`src/rtl/uart_pkg.sv`:
```
// Shared UART definitions: FSM state encoding and default frame format,
// common to the transmitter and receiver.
package uart_pkg;

  typedef enum logic [1:0] {
    IDLE  = 2'd0,
    START = 2'd1,
    DATA  = 2'd2,
    STOP  = 2'd3
  } state_t;

  localparam int DBIT_DEFAULT    = 8;
  localparam int SB_TICK_DEFAULT = 16;
  localparam int OVERSAMPLE      = 16;
  // Tick counter width covers stop lengths up to 2 bits (SB_TICK <= 32).
  localparam int S_WIDTH         = 5;

endpackage

```
`src/rtl/uart_tx.sv`:
```
// UART transmitter: serialises one byte per request, LSB first, framed by a
// start bit and SB_TICK/16 stop bits, paced by a 16x oversampling tick.
module uart_tx
  import uart_pkg::*;
#(
  parameter int DBIT    = DBIT_DEFAULT,
  parameter int SB_TICK = SB_TICK_DEFAULT
) (
  input  logic            clk_100MHz,
  input  logic            rst,
  input  logic            s_tick,
  input  logic            tx_start,
  input  logic [DBIT-1:0] din,
  output logic            tx_busy,
  output logic            tx_done_tick,
  output logic            tx
);

  localparam int NW = (DBIT > 1) ? $clog2(DBIT) : 1;
  localparam logic [S_WIDTH-1:0] S_LAST  = S_WIDTH'(OVERSAMPLE - 1);
  localparam logic [S_WIDTH-1:0] SB_LAST = S_WIDTH'(SB_TICK - 1);
  localparam logic [NW-1:0]      N_LAST  = NW'(DBIT - 1);

  state_t              state_r, state_s;
  logic [S_WIDTH-1:0]  s_r, s_s;
  logic [NW-1:0]       n_r, n_s;
  logic [DBIT-1:0]     b_r, b_s;
  logic                tx_r, tx_s;
  logic                busy_r, busy_s;
  logic                done_r, done_s;

  // State and datapath registers; reset aborts any frame in flight.
  always_ff @(posedge clk_100MHz) begin
    if (rst) begin
      state_r <= IDLE;
      s_r     <= '0;
      n_r     <= '0;
      b_r     <= '0;
      tx_r    <= 1'b1;
      busy_r  <= 1'b0;
      done_r  <= 1'b0;
    end else begin
      state_r <= state_s;
      s_r     <= s_s;
      n_r     <= n_s;
      b_r     <= b_s;
      tx_r    <= tx_s;
      busy_r  <= busy_s;
      done_r  <= done_s;
    end
  end

  // Next-state logic; outputs derive from the next state so they register glitch-free.
  always_comb begin
    state_s = state_r;
    s_s     = s_r;
    n_s     = n_r;
    b_s     = b_r;
    done_s  = 1'b0;
    case (state_r)
      IDLE: begin
        if (tx_start) begin
          b_s     = din;
          s_s     = '0;
          state_s = START;
        end else begin
          state_s = IDLE;
        end
      end
      START: begin
        if (s_tick) begin
          if (s_r == S_LAST) begin
            s_s     = '0;
            n_s     = '0;
            state_s = DATA;
          end else begin
            s_s = s_r + 1'b1;
          end
        end else begin
          s_s = s_r;
        end
      end
      DATA: begin
        if (s_tick) begin
          if (s_r == S_LAST) begin
            s_s = '0;
            b_s = b_r >> 1;
            if (n_r == N_LAST) begin
              state_s = STOP;
            end else begin
              n_s = n_r + 1'b1;
            end
          end else begin
            s_s = s_r + 1'b1;
          end
        end else begin
          s_s = s_r;
        end
      end
      STOP: begin
        if (s_tick) begin
          if (s_r == SB_LAST) begin
            state_s = IDLE;
            done_s  = 1'b1;
          end else begin
            s_s = s_r + 1'b1;
          end
        end else begin
          s_s = s_r;
        end
      end
      default: begin
        state_s = IDLE;
      end
    endcase

    tx_s = 1'b1;
    case (state_s)
      IDLE:    tx_s = 1'b1;
      START:   tx_s = 1'b0;
      DATA:    tx_s = b_s[0];
      STOP:    tx_s = 1'b1;
      default: tx_s = 1'b1;
    endcase
    busy_s = (state_s != IDLE);
  end

  assign tx           = tx_r;
  assign tx_busy      = busy_r;
  assign tx_done_tick = done_r;

endmodule
```
`config.mk`:
```
export PLATFORM = sky130hd
export DESIGN_NAME = uart_tx
export DESIGN_NICKNAME = d
export VERILOG_FILES = /design/src/rtl/uart_pkg.sv /design/src/rtl/uart_tx.sv
export SDC_FILE = /design/constraint.sdc
export NUM_CORES = 1
export LEC_CHECK = 0
export BUFFER_PORTS_ARGS = -buffer_cell sky130_fd_sc_hd__buf_4
export CORE_UTILIZATION = 50
export CTS_BUF_LIST = sky130_fd_sc_hd__clkbuf_4 sky130_fd_sc_hd__clkbuf_8
export CTS_CLUSTER_DIAMETER = 60
export DETAILED_ROUTE_END_ITERATION = 12
export GPL_TIMING_DRIVEN = 0
export PLACE_DENSITY = 0.7
export SETUP_SLACK_MARGIN = 0.1
export SLEW_MARGIN = 20
export SYNTH_ARGS = -nofsm -noshare
export SYNTH_HDL_FRONTEND = slang
export SYNTH_SLANG_ARGS = --single-unit
```
`constraint.sdc`:
```
create_clock -name clk_100MHz -period 3.3 [get_ports clk_100MHz]
set_clock_uncertainty 0.05 [all_clocks]
set_input_delay 0.33 -clock clk_100MHz [delete_from_list [all_inputs] [get_ports clk_100MHz]]
set_output_delay 0.33 -clock clk_100MHz [all_outputs]
set_load 0.02 [all_outputs]
```
==> metrics.md <==
| Metric | Value |
|---|---|
| Cell Pwr Density | `between 300 and 400 nW/um^2` |
| Simple-Gate Fraction of Synth Area | `0.215` |
| # Max-Cap Violations | `0` |
| Max Fclk | `between 300 and 400 MHz` |
| Final Setup Violations | `0` |
| Min Tclk post-route | `2.60 ns` |
| Critical path's largest stage delay | `0.40 ns` |
| CP Cell Sequence | `ha_1 > and3_1 > ha_1 > clkbuf_8 > a2bb2oi_1 > o21ai_0 > a21oi_1 > inv_1 > ha_1 > inv_1 > o41a_1` |
| Setup TNS | `0 ns` |
| Setup repair bufs after CTS | `0` |
| Clk buf depth | `2` |
| Gate Count Post-Synth | `141` |
| Seq cells post-synth | `21` |
| CTS Sinks | `21` |
| Sw frac | `0.275` |
| Total GRT Usage | `0.216` |
| Detailed placement HPWL | `1960 um` |
| Nets | `about 180` |
| P_leak | `between 0.0006 and 0.0007 uW` |
| Antenna violations before repair | `0` |
| Status | `finished, final reports clean` |
| Syn_nets | `between 150 and 200` |
| Gate power share | `0.195` |
| TritonCTS Buffers | `3` |
| Multiplexer share of the synthesized area | `0.0238` |
| Async set-reset flop share out of synthesis | `0` |
| First-pass GRT wire length | `about 4300 um` |
| Starting density of the core | `0.531` |
| Antenna cells | `0` |
| Most frequent cell after synthesis | `dfxtp_1` |
| Die Wd | `53.3 um` |
| Design internal power | `about 370 uW` |
| Top cells by area, synth | `dfxtp_1 32%, ha_1 12%, nor2_1 4.8%, buf_6 4.3%, a311oi_2 3.4%` |
| Count of flip-flops with a built-in enable after synthesis | `0` |
| Final WS setup | `0.703 ns` |
| Port bufs | `13` |
| Vias in the first global route | `between 900 and 1000` |
| # IOs | `15` |
| WL/cell | `between 10 and 15 um` |
| Layout cells sized above 1 | `0.228` |
| Routed vias | `approximately 1100` |
| Crit start category | `register` |
| Arrival @ worst endpoint | `between 2 and 3 ns` |
| Cell row count | `18` |
| Cell area after placement | `~1500 um^2` |
| Remaining Overflow, GRT | `0` |
| Synth area leader | `dfxtp_1` |
| NetSw | `between 100 and 150 uW` |
| Synth top area share | `0.319` |
| Synth Area in Adders | `0.124` |
| Crit path top cell by count | `ha_1` |
| Clk_lat worst skew | `0.32 ns` |
| Critical path class | `register to register` |
| Final hold slack | `0.238 ns` |
| Routed Wire Length | `2600 um` |
| Post-Synth XOR/XNOR Area | `0` |
| Hold/Removal Path Class | `input port to register` |
| Worst-path clk slew | `around 0.12 ns` |
| Final Max Slew Viols | `0` |
| Clock tree from TritonCTS | `done` |
| Place WS | `between 0.7 and 0.8 ns` |
| Netlist cell types | `38` |
| Worst Tran Pin Value | `~0.5 ns` |
| PostCTS Resize Cnt | `0` |
| Synth top cells by count | `21 x dfxtp_1, 17 x nor2_1, 13 x ha_1, 10 x inv_1` |
| Slowest CP cell | `o41a_1` |
| Req. time, crit path | `3.47 ns` |
| Ys flop type | `dfxtp_1` |
| DRC errors left | `0` |
| Final period util | `0.787` |
| Synth warn | `0` |
| Unrepaired setup endpoints after global routing | `false` |
| Root buffer cell | `clkbuf_4` |
| Design Area, Final | `roughly 1500 um^2` |
| Peak VDD IR | `0.000282 V` |
| Placeable Area | `approximately 2500 um^2` |
| Post-synthesis compound-gate area fraction | `0.220` |
| Global placer's final weighted congestion | `0.811` |
| Die area | `between 2000 and 3000 um^2` |
| Seq pwr share | `0.536` |
| Synth Cell Area | `roughly 1300 um^2` |
| Initial DRC count | `33` |
| Sequential fraction of the synthesis area | `0.319` |
| ANT nets after route | `0` |
| Mapped Avg Cell Area | `around 9.3 um^2` |
| Vias per inst | `~5.7` |
| Hold buffers post-CTS | `0` |
| Clock power share | `0.268` |
| Setup crit end kind | `register` |
| Slew Limit Headroom | `0.658` |
| Pre-Repair DR Iteration Count | `4` |
| CP max FO | `9` |
| Final hold violations | `0` |
| Die H | `around 53 um` |
| Area Overhead vs Synth | `12.5%` |
| Largest net degree at the start of global routing | `12` |
| H-tree levels | `1` |
| Largest family of logic cells by synthesized area | `compound AO/OA/AOI/OAI gates` |
-- state kept, by name, indices dropped and copies added, names as in the netlist --
| signal | flops |
|---|---|
| b_r | 8 |
| n_r | 3 |
| s_r | 5 |
| state_r | 2 |
| tx | 1 |
| tx_busy | 1 |
| tx_done_tick | 1 |
-- cells in the final DEF, fill, tap and decap left out, types with 2 or more instances in the layout --
cell       synthesis  layout
dfxtp_1           21      21
nor2_1            17      17
ha_1              13      13
buf_4              0      13
inv_1             10      10
nand2_1            8       8
nand3_1            8       8
nand4_1            6       6
buf_6              5       5
a21oi_1            4       4
nor2b_1            4       4
clkbuf_4           0       4
a2bb2oi_1          3       3
o21ai_0            3       3
a311oi_2           3       3
a311oi_1           3       3
and3_1             2       2
clkbuf_8           2       2
nand3b_1           2       2
nor3b_1            2       2
a22oi_1            2       2
mux2i_1            2       2
o21bai_1           2       2
o41ai_1            2       2
or3_1              2       2
-- per-layer routing --
layer	share of wire	track usage	vias up
met3	0.041	0.0603	4
met2	0.50	0.356	18
met4	0.0085	0.0395	0
li1	-	-	539
met1	0.45	0.278	514
met5	0	0	-
-- metrics by stage --
step | utilization | instances | power, uW
final | 0.598 | 188 | 509
after global routing | 0.598 | 188 | 536
after CTS | 0.598 | 188 | 512
after detailed placement | 0.586 | 184 | 379
after global placement | 0.586 | 184 | 374
after floorplan | - | 141 | 348
-- power groups by stage --
stage | logic [uW] | registers [uW] | clock network, uW
floorplan | 67.5 | 281 | 0
finish | 99.5 | 273 | 137
detailed placement | 100 | 279 | 0
CTS | 100 | 273 | 139
global route | 110 | 275 | 151
global placement | 96.0 | 278 | 0
-- layout make-up --
type,count,area [um^2]
timing repair buffer,13,97.6
tap,30,37.5
fill,227,996
multi-input combinational,101,766
buffer,9,92.6
sequential,21,420
clock buffer,4,30.0
inverter,10,37.5
-- path summary, 6_finish.rpt --
kind	from	cells past startpoint	end	slack [ns]
worst max register to register	s_r[0]	11	tx	0.70
worst min-delay path	din[3]	3	b_r[3]	0.24
worst max-delay path	s_r[0]	11	tx	0.70
worst min register to register	s_r[3]	1	s_r[3]	0.43
-- kinds of logic after synthesis --
kind of cell             Yosys count
AO/OA/AOI/OAI                     31
adder cells (fa/ha/maj)           13
buffers and inverters             19
flip-flops                        21
multiplexers                       3
AND/OR/NAND/NOR                   54
-- worst max-delay path: cells and delay by family (launching register included) --
family | cells | cell delay, ns
adder cells (fa/ha/maj) | 3 | 0.69
AND/OR/NAND/NOR | 1 | 0.21
buffers and inverters | 3 | 0.32
AO/OA/AOI/OAI | 4 | 0.89
flip-flops | 1 | 0.35
(Power assumes the default switching activity.)
